`src/rtl/rr_ring_arbiter_pkg.sv`:
```
// Shared types and helpers for the round-robin ring arbiter.
// Helpers work on MAX_N-wide vectors so one definition serves any N up to MAX_N.
package ring_arb_pkg;

  localparam int MAX_N = 32;

  typedef enum logic [0:0] {
    IDLE  = 1'b0,
    GRANT = 1'b1
  } arb_state_t;

  // One-hot rotate left by one within an n-bit ring (bit n-1 wraps to bit 0).
  function automatic logic [MAX_N-1:0] rot_left1(input logic [MAX_N-1:0] onehot,
                                                 input int n);
    logic [MAX_N-1:0] r;
    int j;
    r = '0;
    for (int i = 0; i < MAX_N; i++) begin
      if (i < n) begin
        j = (i + 1 == n) ? 0 : i + 1;
        r[j] = onehot[i];
      end
    end
    return r;
  endfunction

  // First set req bit scanning circularly upward from the ptr position; zero if none.
  function automatic logic [MAX_N-1:0] rr_pick(input logic [MAX_N-1:0] req,
                                               input logic [MAX_N-1:0] ptr,
                                               input int n);
    logic [MAX_N-1:0] r;
    logic found;
    int p;
    int idx;
    r     = '0;
    found = 1'b0;
    p     = 0;
    for (int i = 0; i < MAX_N; i++) begin
      if (i < n && ptr[i]) p = i;
    end
    for (int k = 0; k < MAX_N; k++) begin
      if (k < n && !found) begin
        idx = p + k;
        if (idx >= n) idx = idx - n;
        if (req[idx]) begin
          r[idx] = 1'b1;
          found  = 1'b1;
        end
      end
    end
    return r;
  endfunction

endpackage

```
`src/rtl/rr_ring_arbiter_if.sv`:
```
// Request/grant bundle between requesters (master) and the arbiter (slave).
// Handshake: a requester holds req high as a level while it wants the resource; it owns the
// resource exactly while its gnt bit is high, and releases it by dropping req.
interface rr_ring_arbiter_if #(
  parameter int N = 4
);
  logic [N-1:0] req;
  logic [N-1:0] gnt;
  logic         busy;
  logic [N-1:0] ptr;
  logic         timeout;

  modport master (
    output req,
    input  gnt,
    input  busy,
    input  ptr,
    input  timeout
  );

  modport slave (
    input  req,
    output gnt,
    output busy,
    output ptr,
    output timeout
  );
endinterface

```
`src/rtl/rr_ring_arbiter_ptr.sv`:
```
// One-hot ring pointer: resets to bit 0, loads the winner rotated left by one on en.
module onehot_ring_ptr
  import ring_arb_pkg::*;
#(
  parameter int N = 4
) (
  input  logic         clk,
  input  logic         rst_n,
  input  logic         en,
  input  logic [N-1:0] winner,
  output logic [N-1:0] ptr
);

  always_ff @(posedge clk or negedge rst_n) begin
    if (!rst_n) begin
      ptr <= N'(1);
    end else if (en) begin
      ptr <= N'(rot_left1(MAX_N'(winner), N));
    end
  end

endmodule

```
`src/rtl/rr_ring_arbiter.sv`:
```
// Round-robin arbiter with one-hot rotating priority and a per-tenure hold limit.
// Every tenure ends with at least one IDLE cycle before the next grant.
module rr_ring_arbiter
  import ring_arb_pkg::*;
#(
  parameter int N        = 4,
  parameter int MAX_HOLD = 8
) (
  input  logic                clk,
  input  logic                rst_n,
  rr_ring_arbiter_if.slave    bus,
  output arb_state_t          dbg_state
);

  localparam int CW = $clog2(MAX_HOLD + 1);

  arb_state_t    state_q, state_nxt;
  logic [N-1:0]  gnt_q, gnt_nxt;
  logic [CW-1:0] cnt_q, cnt_nxt;
  logic          timeout_q, timeout_nxt;
  logic          busy_q;
  logic          ptr_en;
  logic [N-1:0]  ptr;
  logic          owner_req;

  assign owner_req = |(bus.req & gnt_q);

  always_ff @(posedge clk or negedge rst_n) begin
    if (!rst_n) begin
      state_q   <= IDLE;
      gnt_q     <= '0;
      cnt_q     <= '0;
      timeout_q <= 1'b0;
      busy_q    <= 1'b0;
    end else begin
      state_q   <= state_nxt;
      gnt_q     <= gnt_nxt;
      cnt_q     <= cnt_nxt;
      timeout_q <= timeout_nxt;
      busy_q    <= |gnt_nxt;
    end
  end

  always_comb begin
    state_nxt   = state_q;
    gnt_nxt     = gnt_q;
    cnt_nxt     = cnt_q;
    timeout_nxt = 1'b0;
    ptr_en      = 1'b0;
    case (state_q)
      IDLE: begin
        if (|bus.req) begin
          gnt_nxt   = N'(rr_pick(MAX_N'(bus.req), MAX_N'(ptr), N));
          cnt_nxt   = '0;
          state_nxt = GRANT;
        end
      end
      GRANT: begin
        // Release is checked first so it wins over a coincident hold-limit expiry.
        if (!owner_req) begin
          gnt_nxt   = '0;
          ptr_en    = 1'b1;
          state_nxt = IDLE;
        end else if (cnt_q == CW'(MAX_HOLD - 1)) begin
          gnt_nxt     = '0;
          ptr_en      = 1'b1;
          timeout_nxt = 1'b1;
          state_nxt   = IDLE;
        end else if (cnt_q != CW'(MAX_HOLD)) begin
          cnt_nxt = cnt_q + CW'(1);
        end
      end
      default: begin
        gnt_nxt   = '0;
        state_nxt = IDLE;
      end
    endcase
  end

  onehot_ring_ptr #(.N(N)) u_ptr (
    .clk    (clk),
    .rst_n  (rst_n),
    .en     (ptr_en),
    .winner (gnt_q),
    .ptr    (ptr)
  );

  assign bus.gnt     = gnt_q;
  assign bus.busy    = busy_q;
  assign bus.ptr     = ptr;
  assign bus.timeout = timeout_q;
  assign dbg_state   = state_q;

endmodule

```
`src/flat_wrapper.sv`:
```
// flat-port wrapper written by rule: the top's interface ports become plain ports
module rr_ring_arbiter_flat import ring_arb_pkg::*;
#(
  parameter int N        = 4,
  parameter int MAX_HOLD = 8
)
  (clk, rst_n, dbg_state, bus_req, bus_gnt, bus_busy, bus_ptr, bus_timeout);
  rr_ring_arbiter_if #(.N(N)) bus_i ();
  input  logic clk;
  input  logic rst_n;
  output arb_state_t dbg_state;
  input wire logic [$bits(bus_i.req)-1:0] bus_req;
  output wire logic [$bits(bus_i.gnt)-1:0] bus_gnt;
  output wire logic [$bits(bus_i.busy)-1:0] bus_busy;
  output wire logic [$bits(bus_i.ptr)-1:0] bus_ptr;
  output wire logic [$bits(bus_i.timeout)-1:0] bus_timeout;
  assign bus_i.req = bus_req;
  assign bus_gnt = bus_i.gnt;
  assign bus_busy = bus_i.busy;
  assign bus_ptr = bus_i.ptr;
  assign bus_timeout = bus_i.timeout;
  rr_ring_arbiter #(.N(N), .MAX_HOLD(MAX_HOLD)) u_core (.clk(clk), .rst_n(rst_n), .bus(bus_i), .dbg_state(dbg_state));
endmodule
```
`config.mk`:
```
export PLATFORM = sky130hd
export DESIGN_NAME = rr_ring_arbiter_flat
export DESIGN_NICKNAME = d
export VERILOG_FILES = /design/src/rtl/rr_ring_arbiter_pkg.sv /design/src/rtl/rr_ring_arbiter_if.sv /design/src/rtl/rr_ring_arbiter_ptr.sv /design/src/rtl/rr_ring_arbiter.sv /design/src/flat_wrapper.sv
export SDC_FILE = /design/constraint.sdc
export NUM_CORES = 1
export LEC_CHECK = 0
export BUFFER_PORTS_ARGS = -buffer_cell sky130_fd_sc_hd__buf_2
export CAP_MARGIN = 25
export CORE_MARGIN = 5
export CORE_UTILIZATION = 50
export DETAILED_ROUTE_END_ITERATION = 7
export GPL_ROUTABILITY_DRIVEN = 0
export GPL_TIMING_DRIVEN = 0
export PLACE_DENSITY = 0.79
export SLEW_MARGIN = 0
export SYNTH_ARGS = -nofsm -noshare
export SYNTH_HDL_FRONTEND = slang
export SYNTH_HIERARCHICAL = 1
export SYNTH_SLANG_ARGS = --single-unit
```
`constraint.sdc`:
```
create_clock -name clk -period 7.6 [get_ports clk]
set_clock_uncertainty 0.15 [all_clocks]
set_input_delay 0.76 -clock clk [delete_from_list [all_inputs] [get_ports clk]]
set_output_delay 0.76 -clock clk [all_outputs]
set_load 0.05 [all_outputs]
```
# Word level (Yosys, flattened, before mapping)
# Cells that the tools add are included.
totals:
  ff_bits: 15
  word_cells: 127
  input_bits: 6
  out_inout_bits: 11
op_classes:
  addsub: 8
  reduce_logical: 8
  n_eq_ne: 6
  magnitude_cmp: 12
  bitwise_logic: 5
  mux: 82
ops:
  columns: ["operator", "count"]
  rows:
  - ["32-bit two-way mux", 17]
  - ["32-bit by 1-bit greater-or-equal comparator with 1-bit output, second input constant", 4]
  - ["32-bit by 4-bit greater-or-equal comparator with 1-bit output, second input constant", 4]
  - ["32-bit by 7-bit less-than comparator with 1-bit output, second input constant", 4]
  - ["32-bit by 4-bit subtractor with 32-bit output, second input constant", 4]
  - ["4-bit two-way mux", 20]
  - ["32-bit by 3-bit adder with 32-bit output, second input constant", 2]
  - ["32-bit by 2-bit adder with 32-bit output, second input constant", 1]
  - ["1-bit two-way mux", 32]
  - ["1-bit binary-select mux with 5-bit select", 4]
  - ["1-bit demux with 5-bit select", 4]
  - ["4-bit case mux with 2 select lines", 2]
  - ["4-bit bitwise OR", 3]
  - ["4-bit OR reduction", 3]
  - ["2-bit inequality test, second input constant", 3]
  - ["4-bit by 1-bit adder with 4-bit output, second input constant", 1]
  - ["4-bit AND", 1]
  - ["4-bit by 3-bit == test with 1-bit output, second input constant", 1]
  - ["1-bit logical AND", 4]
  - ["2-bit two-way mux", 2]
  - ["4-bit inequality test, second input constant", 1]
  - ["4-bit AND reduction", 1]
  - ["2-bit by 1-bit inequality test with 1-bit output, second input constant", 1]
  - ["1-bit case mux with 2 select lines", 1]
  - ["1-bit inverter", 1]

# Depth between registers and ports, before layout
# Gate-level depths: netlist (run 1).
depth:
  ltp_word: 48
  depth_mapped: 12
  ltp_nobuf: 11

# Modules after synthesis
# Netlist (run 1), hierarchy kept.
by_module_without_submodules:
  columns: ["module", "cells_per_inst", "n_inst", "area_each_um2", "seq_area_each_um2"]
  rows:
  - ["rr_ring_arbiter", 110, 1, 913.4, 275.3]
  - ["onehot_ring_ptr", 8, 1, 146.4, 101.3]

# Least setup slack after synthesis (run 1)
# OpenSTA, ideal clock, no wires.
synth_timing:
  kind: "flip-flop to flip-flop"
  from: "register u_core.u_ptr.ptr[2]"
  to: "register u_core.busy_q, in the netlist u_core/bus.busy"
  setup_ns: 0.139
  path_buffers: 0
  setup_slack_ns: 4.490
  t_arrival_ns: 2.821
  stages_incl_launch_ff: 10
  required_ns: 7.311
  synth_period_minus_slack_ns: 3.110
  path_cell_list: "dfrtp_1 and2b_2 nor2_2 inv_1 ha_1 mux4_2 mux2_4 o21ai_2 a21oi_2 or4_1"
synth_between:
  elab_chain_cells: 31
  word_cells_on_any_way: 92
  classes_between: "7 x add/sub; 12 x order compare; 65 x mux; 3 x bitwise; 5 x reduce/logical"
synth_rtl:
  columns: ["element", "line", "source"]
  rows:
  - ["from (decl)", "rr_ring_arbiter_ptr.sv:11", "output logic [N-1:0] ptr"]
  - ["from (signal assigned)", "rr_ring_arbiter_ptr.sv:18", "ptr <= N'(rot_left1(MAX_N'(winner), N));"]
  - ["2-bit two-way mux (*) (2 in series)", "rr_ring_arbiter_pkg.sv:39", "if (i < n && ptr[i]) p = i;"]
  - ["32-bit two-way mux (*)", "rr_ring_arbiter.sv:52", "if (|bus.req) begin"]
  - ["32-bit two-way mux (*)", "rr_ring_arbiter.sv:50", "case (state_q)"]
  - ["parallel branches: the longest is 23 deep, another holds 32-bit by 2-bit adder with 32-bit output", null, null]
  - ["4-bit two-way mux (*)", "rr_ring_arbiter_pkg.sv:42", "if (k < n && !found) begin"]
  - ["4-bit two-way mux (*)", "rr_ring_arbiter.sv:52", null]
  - ["4-bit case mux with 2 select lines (*)", "rr_ring_arbiter.sv:50", null]
  - ["via u_core.gnt_nxt[0]", "rr_ring_arbiter.sv:18", "logic [N-1:0] gnt_q, gnt_nxt;"]
  - ["4-bit OR reduction (*)", "rr_ring_arbiter.sv:40", "busy_q <= |gnt_nxt;"]
  - ["to (signal assigned)", "rr_ring_arbiter.sv:40", null]
  - ["to (decl)", "rr_ring_arbiter.sv:21", "logic busy_q;"]
# Mark *: on every way through the listed nets, which the timed path passes. The select of a mux whose other input is x is not followed.
# A chain may end at the register's enable or synchronous reset.

# Worst setup path in the final report (run 1)
layout_timing:
  from: "register u_core.u_ptr.ptr[1]"
  to: "register u_core.busy_q, in the netlist u_core/bus.busy"
layout_between:
  elab_chain_cells: 32
  word_cells_on_any_way: 93
  classes_between: "7 x add/sub; 12 x order compare; 66 x mux; 3 x bitwise; 5 x reduce/logical"
layout_rtl:
  columns: ["element", "line"]
  rows:
  - ["1-bit two-way mux (*)", "rr_ring_arbiter_pkg.sv:39"]
  - ["2-bit two-way mux (*) (2 in series)", "rr_ring_arbiter_pkg.sv:39"]
  - ["32-bit two-way mux (*)", "rr_ring_arbiter.sv:52"]
  - ["32-bit two-way mux (*)", "rr_ring_arbiter.sv:50"]
  - ["parallel branches: the longest is 23 deep, another holds 32-bit by 2-bit adder with 32-bit output", null]
  - ["4-bit two-way mux (*)", "rr_ring_arbiter_pkg.sv:42"]
  - ["4-bit two-way mux (*)", "rr_ring_arbiter.sv:52"]
  - ["4-bit case mux with 2 select lines (*)", "rr_ring_arbiter.sv:50"]
  - ["via u_core.gnt_nxt[2]", "rr_ring_arbiter.sv:18"]
  - ["4-bit OR reduction (*)", "rr_ring_arbiter.sv:40"]
# Marks and branches as above.

==> results by group, run 1 <==
Synthesis
  • Ys async rst share: 100.0%
  • Synthesized instance count: roughly 120
  • Mean post-synth cell area: 8.981 sq um
  • Mapped Area: ~1100 sq um
  • Post-synthesis sequential area ratio: 35.54%
  • List of most frequent post-synthesis cells: dfrtp_1 (14), nand2_1 (14), inv_1 (9), nor2_1 (8), a21oi_1 (7)
  • Unique masters post-synth: 46
  • Post-synth EDFFs: 0
  • Post-synth top area share: 33.06%
  • Top_reg_cell synth: dfrtp_1
  • Largest cells by area after synthesis: dfrtp_1 (33%), ha_1 (5.9%), nand2_1 (5.0%)
  • #FFs+latches synth: 15
  • Dominant cell type by area after synthesis: dfrtp_1
  • Ys Warns: 6
  • Net Count, Synth: 129

Clock tree
  • Hold Buf Count CTS: 0
  • CTS tree: built
  • CTS Buffer Depth: 2
  • H-tree depth: 1
  • Total CTS buffers: 3
  • Clock-pin slew on the worst setup and hold paths: 0.09 ns
  • Clock sink count: 15
  • Root Buffer: clkbuf_4
  • Setup repair bufs after CTS: 0
  • Clk_lat worst skew: about 0.28 ns
  • # resized after CTS: 0

Placed design
  • Hpwl dp: 1.940 mm
  • Pre-CTS setup slack: 4.540 ns
  • PortBufs: 16

STA
  • RSZ-0062 raised after global routing: false
  • Fin. Hold Viols: 0
  • Final min period: 3.090 ns
  • Final WS setup: 4.510 ns
  • Crit share post-route: 40.66%
  • Slew margin rel.: 60.43%
  • Setup tns final: 0 ns
  • Fmax: between 0.3 and 0.4 GHz
  • Slew @ Worst Pin: 0.5786 ns
  • Final setup fails: 0
  • Slew Viols, Final: 0

Worst setup path
  • Worst EP required: 7.59 ns
  • R2r setup slk: 4.51 ns
  • Crit. End Element: flip-flop
  • Startpoint Class: flip-flop
  • Slowest stage delay, CP: 0.51 ns
  • Critical Path AT: 3.08 ns
  • CP max stage cell: or4_1
  • Crit-path max FO: 8
  • Critical path class: reg -> reg
  • Crit-path cells: buf_6 -> and2b_2 -> nor2_2 -> inv_1 -> ha_1 -> mux4_2 -> and3_1 -> o21bai_1 -> a41oi_1 -> or4_1

Floorplan
  • Cell Rows: 16
  • Initial Util: a little over half
  • Die height: 56.04 microns
  • Die W: 56.04 microns
  • Die area: approximately 3100 sq um
  • I/O pins: 17
  • Core Region: slightly below 2000 sq um

Run
  • MaxCap Viol Count: 0

Drt
  • DRT antenna net count: 0
  • Metal2 WL: 1.165 mm
  • Max layer used: met4
  • Vias per cell: 5.909
  • Wl on met1: 1.133 mm
  • Routed WL per cell: 14.87 microns
  • Vias: 975
  • Initial DRC count: 41
  • Final WL: 2.453 mm
  • DRC viols: 0
  • 1st-pass router iterations: 4
  • Routed met3 length: 143 microns

Global routing
  • Grt ovf: 0
  • Overall fraction of global-route tracks in use: about 16%
  • First-pass GRT wire length: 4.160 mm
  • Antenna violations before repair: 0
  • Vias in the first global route: 946
  • Largest net degree at the start of global routing: 16

Power
  • PwrDens: 458.3 nW/um^2
  • Pleak: 0.5913 nW
  • Worst vdd ir: approximately 0.28 mV

Final layout
  • NumNets Final: 150
  • Fillers: 174
  • Number of diodes: 0
  • Core Util, Final: 60.61%
  • Area Overhead vs Synth: 13.34%
  • Share of cells above drive strength 1: 25.36%

Worst hold path
  • Hold WC Path Type: in -> async

Status
  • Status: complete, no violations
-- per-stage QoR --
stage	instances	hold WS, ns	total power [mW]	instance area, sq um
after floorplan	118	0.3144	0.4225	1060
after global placement	161	0.3579	0.4930	1174
after CTS	165	0.2136	0.5505	1201
after global routing	165	0.2265	0.5936	1201
final	165	0.2091	0.5505	1201
after detailed placement	161	0.3731	0.5035	1174
-- power by group --
group | internal [mW] | total [mW] | switching, mW
Sequential | 0.109 | 0.134 | 0.0253
Clock | 0.0195 | 0.0442 | 0.0247
Combinational | 0.127 | 0.372 | 0.245
Total | 0.255 | 0.551 | 0.295
-- state kept, by name, indices dropped and copies added, names as in the netlist --
signal,flops
u_core/bus.gnt,4
u_core/bus.busy,1
u_core/u_ptr/ptr,4
u_core/dbg_state,1
u_core/cnt_q,4
u_core/bus.timeout,1
-- routing by layer --
| metal | up-vias | global-route usage, % |
|---|---|---|
| met5 | - | 0 |
| li1 | 467 | - |
| met1 | 472 | 20.34 |
| met3 | 2 | 2.784 |
| met2 | 34 | 27.55 |
| met4 | 0 | 5.424 |
-- placed cells by master, fill, tap and decap left out, drive strengths merged, types with 5 or more instances in the layout --
cell type  netlist  routed
a21oi            8       8
buf              2      18
dfrtp           14      14
ha               5       5
inv             10      10
mux2             5       5
nand2           14      14
nor2             9       9
o21ai            7       7
-- worst paths after layout --
check | startpoint | to | depth (start not counted)
worst max-delay path | u_core/u_ptr/ptr[1] | u_core/bus.busy | 10
worst min-delay path | rst_n | u_core/cnt_q[1] | 1
max in group asynchronous | rst_n | u_core/u_ptr/ptr[0] | 1
worst max register to register | u_core/u_ptr/ptr[1] | u_core/bus.busy | 10
min in group clk | u_core/cnt_q[2] | u_core/cnt_q[2] | 1
worst min register to register | u_core/cnt_q[2] | u_core/cnt_q[2] | 1
-- logic make-up after synthesis --
logic type / Yosys count / synth area share [%]
buffers and inverters: 13 / 5.666
adders and majority gates: 5 / 5.903
AOI/OAI and AO/OA: 33 / 21.96
and+or+nand+nor: 43 / 20.43
xor gates and xnor gates: 1 / 0.8266
muxes: 8 / 9.680
DFF: 15 / 35.54
-- worst max-delay path, delay by kind of cell (launching register included) --
kind / cells / cell delay [ns]
AO/OA/AOI/OAI: 2 / 0.33
adder cells (fa/ha/maj): 1 / 0.31
buffers and inverters: 2 / 0.24
flip-flops: 1 / 0.42
multiplexers: 1 / 0.40
AND/OR/NAND/NOR: 4 / 1.11
-- final cells by class --
type                    count  area (sq um)  share of cell area, %
flip-flops and latches     15         376.6                  31.35
inverters                  10         37.54                  3.125
clock inverters             1         5.005                 0.4167
well taps                  27         33.78                  2.813
repair buffers             16         80.08                  6.667
clock buffers               3         22.52                  1.875
plain buffers               3         22.52                  1.875
multi-input cells          90         623.1                  51.88
(Power assumes the default switching activity.)
==> inputs of run 2 (changes only) <==
Settings changed: ABC_AREA set to 1, PLACE_DENSITY 0.79 to 0.81.
Clock period 7.6 ns to 2.7 ns, I/O delays scaled along.
==> run 2 against run 1 <==
  * Sequential share of layout area decreased by 3.4 points
  * Die area increased by 11%
  * Non-clock buffer count decreased by 2
  * Hold slack improved by 0.045 ns
  * Critical path depth increased by 5
  * Clock power increased to 2.9 times the previous value
  * Maximum frequency increased by 28%
  * First-iteration DRC count increased by 66%
  * Total power increased to 3.3 times the previous value
  * Combinational power increased to 3.5 times the previous value
  * Routed wire length increased by 15%
  * Highest routed layer unchanged
==> results by group, run 2 <==
Global routing
  • First-pass GRT wire length: 4.995 mm
  • Largest net degree at the start of global routing: 16
  • Overall fraction of global-route tracks in use: 18.16%
  • Grt ovf: 0
  • Vias in the first global route: 1203
  • Antenna violations before repair: 0

Final layout
  • Number of diodes: 0
  • Final Cell Area: 1348 sq um
  • Most frequent cells in the layout: nand2_1 (54), nand3_1 (30), nor2_1 (20)
  • NumNets Final: 212
  • Area Overhead vs Synth: 12.66%
  • Fillers: 216
  • Commonest non-fill, non-tap cell in the layout: nand2_1
  • Share of cells above drive strength 1: between 20% and 30%
  • Core Util, Final: 59.77%

Synthesis
  • Most frequent cell after synthesis: nand2_1
  • Net Count, Synth: 190
  • Mapped Area: 1196 sq um
  • Dominant cell type by area after synthesis: dfrtp_1
  • Ys async rst share: 100.0%
  • Synthesized instance count: 179
  • Post-synth EDFFs: 0
  • Mean post-synth cell area: 6.682 sq um
  • #FFs+latches synth: 15
  • Ys Warns: 6
  • Post-synth top area share: 29.29%
  • Post-synthesis sequential area ratio: approximately a third
  • List of most frequent post-synthesis cells: nand2_1 (54), nand3_1 (30), nor2_1 (20), inv_1 (18), dfrtp_1 (14)
  • Unique masters post-synth: 21
  • Largest cells by area after synthesis: dfrtp_1 (29%), nand2_1 (17%), nand3_1 (13%)
  • Top_reg_cell synth: dfrtp_1

Clock tree
  • Total CTS buffers: 3
  • Clk_lat worst skew: 0.28 ns
  • CTS Buffer Depth: 2
  • CTS tree: built
  • Root Buffer: clkbuf_4
  • H-tree depth: 1
  • Clock-pin slew on the worst setup and hold paths: ~0.08 ns
  • Setup repair bufs after CTS: 0
  • Clock sink count: 15

Worst setup path
  • Buf/Inv on CP: 1
  • CP max stage cell: dfrtp_1
  • Reg2reg start: u_core/u_ptr/ptr[3]
  • Worst EP required: 2.73 ns
  • FF-to-FF End: u_core/bus.busy
  • Critical Path Source: u_core/u_ptr/ptr[3]
  • Critical path class: reg -> reg
  • R2r setup slk: 0.29 ns
  • Slowest stage delay, CP: 0.49 ns
  • Stages on worst setup path: 15
  • Critical Path AT: 2.44 ns
  • Reg2Reg Depth: 15
  • Crit. End Element: flip-flop
  • Crit path to: u_core/bus.busy
  • CP dominant cell by count: nand2_1
  • Crit-path max FO: 7
  • Startpoint Class: flip-flop
  • Crit-path cells: nor2_2 -> ha_1 -> nand2_1 -> inv_1 -> nor2_1 -> nand3_1 -> nand2_1 -> nand2_1 -> nor2_4 -> nand2_1 -> nand3_1 -> nand2_1 -> nand2_2 -> nor2_1 -> nand2_1
  • CP top delay family: simple AND/OR/NAND/NOR gates

STA
  • Fin. Hold Viols: 0
  • Crit share post-route: 89.15%
  • Setup tns final: 0 ns
  • Slew @ Worst Pin: 0.3904 ns
  • Slew margin rel.: 73.94%
  • Final setup fails: 0
  • Fmax: 0.4154 GHz
  • Final min period: approximately 2.4 ns
  • Slew Viols, Final: 0
  • RSZ-0062 raised after global routing: false

Drt
  • 1st-pass router iterations: 4
  • Initial DRC count: 68
  • Final WL: 2.816 mm
  • Vias per cell: roughly 5.4
  • DRT antenna net count: 0
  • Routed WL per cell: roughly 12 microns
  • DRC viols: 0
  • Vias: 1237

Power
  • Tot Pwr: approximately 1.8 mW
  • Worst vdd ir: 0.6387 mV
  • PwrDens: approximately 1400 nW/um^2
  • Pleak: 0.7779 nW

Floorplan
  • I/O pins: 17
  • Cell Rows: 17
  • Die W: 58.91 microns
  • Initial Util: between 50% and 60%
  • Die height: 58.91 microns
  • Die area: 3470 sq um
  • Core Region: 2255 sq um

Run
  • MaxCap Viol Count: 0

Placed design
  • Area of placed instances: 1311 sq um
  • Hpwl dp: 2.208 mm
  • PortBufs: 16

Status
  • Status: complete, no violations

Worst hold path
  • Hold WC Path Type: in -> async
[run 2: changes by cell type after synthesis, moves of 3 or more]
cell,delta
nor2_1,+12
inv_1,+9
nand2_2,+7
nand3_1,+26
nand2_4,+3
a21oi_1,-3
nand3_2,+3
mux2_2,-4
nand2_1,+40
nor3_1,-3
[run 2: cell families (layout without fill, tap and decap cells)]
logic type / Yosys count / count (layout) / share of synthesized area, %
AND/OR/NAND/NOR: 124 / 124 / 50.10
buffers and inverters: 22 / 43 / 7.113
flip-flops: 15 / 15 / 31.49
AO/OA/AOI/OAI: 13 / 13 / 6.067
adder cells (fa/ha/maj): 5 / 5 / 5.230
[run 2: repair_timing]
action                    4_1_cts  5_1_grt
hold buffers                    1        0
hold endpoints to repair       15        0
gates resized for setup         0        0
[run 2: worst register-to-register path, cell delays in order (launching register included)]
cell and delay (ns):
dfrtp_1 0.49, nor2_2 0.36, ha_1 0.36, nand2_1 0.09, inv_1 0.07, nor2_1 0.04, nand3_1 0.08, nand2_1 0.06
nand2_1 0.11, nor2_4 0.05, nand2_1 0.05, nand3_1 0.08, nand2_1 0.08, nand2_2 0.05, nor2_1 0.11, nand2_1 0.06
[run 2: final cells by class]
cell class                      count  area (sq um)  area share (%)
Clock buffer                        4         26.28           1.950
Inverter                           22         85.08           6.314
Multi-Input combinational cell    142         734.5           54.50
Sequential cell                    15         376.6           27.95
Tap cell                           28         35.03           2.600
Timing Repair Buffer               17         90.09           6.685
[run 2: worst min-delay path by stage]
stage               start              end  slack, ns  cells after the start
finish              rst_n  u_core/cnt_q[0]       0.25                      2
floorplan           rst_n  u_core/bus.busy      -0.18                      0
global route        rst_n  u_core/cnt_q[0]       0.30                      2
global placement    rst_n  u_core/cnt_q[0]       0.03                      1
detailed placement  rst_n  u_core/cnt_q[0]       0.04                      1
CTS                 rst_n  u_core/cnt_q[0]       0.25                      2
[run 2: where the power goes]
part	total (mW)	switching (mW)	internal [mW]
Sequential	0.386	0.0833	0.302
Combinational	1.32	0.928	0.391
Clock	0.127	0.0692	0.0574
[run 2: routing by layer]
layer | wire (microns) | track usage (%) | part of all wire (%)
met2 | 1327 | 30.28 | 47
met4 | 18 | 4.207 | 0.64
met1 | 1284 | 23.59 | 46
met5 | 0 | 0 | 0
met3 | 185 | 4.386 | 6.6
[run 2: through the flow]
step           hold WS [ns]  cells  setup WS (ns)
2_1_floorplan       -0.1756    179         0.3524
3_3_place_gp        0.02853    223         0.4133
3_5_place_dp        0.03674    223         0.3687
4_1_cts              0.2473    228         0.3557
5_1_grt              0.2957    228        0.08026
6_report             0.2543    228         0.2929
==> inputs of run 3 (changes only) <==
--- a/config.mk
+++ b/config.mk
@@ -9,9 +9,10 @@
 export BUFFER_PORTS_ARGS = -buffer_cell sky130_fd_sc_hd__buf_2
 export CAP_MARGIN = 25
-export CORE_MARGIN = 5
+export CORE_MARGIN = 1.5
 export CORE_UTILIZATION = 50
 export DETAILED_ROUTE_END_ITERATION = 7
 export GPL_ROUTABILITY_DRIVEN = 0
 export GPL_TIMING_DRIVEN = 0
+export MAX_ROUTING_LAYER = met4
 export PLACE_DENSITY = 0.81
 export SLEW_MARGIN = 0
==> constraint.sdc (replaced) <==
create_clock -name clk -period 2.7 [get_ports clk]
set_clock_uncertainty 0.15 [all_clocks]
set_input_delay 0.135 -clock clk [delete_from_list [all_inputs] [get_ports clk]]
set_output_delay 0.135 -clock clk [all_outputs]
set_load 0.05 [all_outputs]
==> run 3 against run 2 <==
  * Maximum frequency rose by 1.3%
  * First-iteration DRC count fell by 8.8%
  * Combinational power barely moved
  * Utilization rose by 0.57 points
  * Final cell count did not move
  * Hold slack got worse by 0.12 ns
  * Critical endpoint unchanged
  * Largest cell class unchanged
  * Largest power group unchanged
==> results by group, run 3 (synthesis gave the netlist of run 2 again) <==
Drt
  • Routed WL per cell: 12.47 microns
  • 1st-pass router iterations: 4
  • Final WL: 2.843 mm
  • Vias per cell: 5.404
  • DRT antenna net count: 0
  • DRC viols: 0
  • Vias: 1232
  • Initial DRC count: 62

Worst setup path
  • Crit. End Element: flip-flop
  • Worst EP required: 2.73 ns
  • R2r setup slk: 0.32 ns
  • Reg2Reg Depth: 15
  • Crit-path max FO: 7
  • Critical Path Source: u_core/u_ptr/ptr[3]
  • Startpoint Class: flip-flop
  • Crit path to: u_core/bus.busy
  • Reg2reg start: u_core/u_ptr/ptr[3]
  • Critical Path AT: 2.41 ns
  • Critical path class: reg -> reg
  • FF-to-FF End: u_core/bus.busy

Clock tree
  • CTS tree: built
  • Clock sink count: 15
  • Clk_lat worst skew: ~0.28 ns
  • H-tree depth: 1
  • Root Buffer: clkbuf_4
  • Clock-pin slew on the worst setup and hold paths: 0.08 ns
  • Total CTS buffers: 3
  • # resized after CTS: 0
  • CTS Buffer Depth: 2

STA
  • Final setup fails: 0
  • Slew @ Worst Pin: ~0.36 ns
  • Slew margin rel.: around three quarters
  • Slew Viols, Final: 0
  • Setup tns final: 0 ns
  • RSZ-0062 raised after global routing: false
  • Hold slack: 0.1297 ns
  • Crit share post-route: 88.04%
  • Fmax: 0.4207 GHz
  • Fin. Hold Viols: 0
  • Final min period: roughly 2.4 ns

Power
  • Pleak: 0.7779 nW
  • Clk pwr share: under 10%
  • Sequential share of power: 21.1%
  • Comb pwr share: 72.0%
  • Pint: 0.7508 mW
  • Worst vdd ir: around 0.83 mV
  • Tot Pwr: between 1.5 and 2 mW
  • PwrDens: 1363 nW/um^2
  • Net Sw Power: 1.086 mW
  • Sw Share: 59.12%

Global routing
  • Grt ovf: 0
  • Antenna violations before repair: 0
  • Overall fraction of global-route tracks in use: 24.50%
  • Largest net degree at the start of global routing: 16
  • Vias in the first global route: 1146
  • First-pass GRT wire length: 4.864 mm

Final layout
  • Number of diodes: 0
  • Most frequent cells in the layout: nand2_1 (54), nand3_1 (30), nor2_1 (20)
  • Fillers: 212
  • NumNets Final: 212
  • Commonest non-fill, non-tap cell in the layout: nand2_1
  • Share of cells above drive strength 1: 20.00%
  • Area Overhead vs Synth: 12.66%

Placed design
  • Hpwl dp: ~2.2 mm
  • PortBufs: 16

Floorplan
  • I/O pins: 17
  • Cell Rows: 17
  • Die height: roughly 52 microns
  • Die W: 51.91 microns
  • Die area: 2695 sq um
  • Initial Util: 53.56%
  • Core Region: between 2000 and 2500 sq um

Worst hold path
  • Hold WC Path Type: in -> async

Status
  • Status: complete, no violations

Run
  • MaxCap Viol Count: 0
## run 3: cell counts in the layout (fill, tap and decap cells not counted)
No cell type changed its count.
## run 3: repair_timing
action | 4_1_cts | 5_1_grt
endpoints found under the hold margin | 15 | 0
hold buffers | 1 | 0
buffers inserted | 0 | 0
## run 3: how the worst min path moves through the flow
stage	from	endpoint	slack, ns	cells after the start
4_1_cts	rst_n	u_core/cnt_q[1]	0.13	2
5_1_grt	rst_n	u_core/cnt_q[2]	0.15	2
3_3_place_gp	rst_n	u_core/bus.busy	-0.10	1
2_1_floorplan	rst_n	u_core/bus.busy	-0.31	0
6_report	rst_n	u_core/cnt_q[1]	0.13	2
3_5_place_dp	rst_n	u_core/cnt_q[1]	-0.1	1
## run 3: final cells by class
class | count | area (sq um) | share of cell area (%)
clock buffer | 4 | 26.28 | 1.950
inverter | 22 | 85.08 | 6.314
multi-input combinational | 142 | 734.5 | 54.50
sequential | 15 | 376.6 | 27.95
tap | 28 | 35.03 | 2.600
timing repair buffer | 17 | 90.09 | 6.685
## run 3: stage by stage
stage                     area [sq um]  setup WS [ns]  std cells  util [%]
after CTS                         1348         0.3237        228     60.34
final                             1348         0.3229        228     60.34
after global routing              1348        0.03402        228     60.34
after floorplan                   1196         0.3524        179         -
after global placement            1311         0.4168        223     58.71
after detailed placement          1311         0.3594        223     58.71
## run 3: routing by layer
metal | wire [microns] | track usage, % | vias to the layer above
li1 | - | - | 623
met1 | 1358 | 33.33 | 567
met2 | 1297 | 37.76 | 42
met3 | 187 | 6.034 | 0
met4 | 0 | 3.947 | 0
met5 | 0 | - | -
## run 3: power groups by stage
stage	logic, mW	registers (mW)	clock network, mW
global placement	1.25	0.385	0
floorplan	0.868	0.548	0
global route	1.47	0.401	0.141
CTS	1.31	0.386	0.129
finish	1.32	0.387	0.127
detailed placement	1.30	0.388	0
## run 3: worst max-delay path, cell delays in order (launching register included)
cell and delay (ns):
dfrtp_1 0.49, nor2_2 0.34, ha_1 0.35, nand2_1 0.08, inv_1 0.06, nor2_1 0.04, nand3_1 0.08, nand2_1 0.06
nand2_1 0.12, nor2_4 0.06, nand2_1 0.05, nand3_1 0.08, nand2_1 0.08, nand2_2 0.06, nor2_1 0.12, nand2_1 0.06
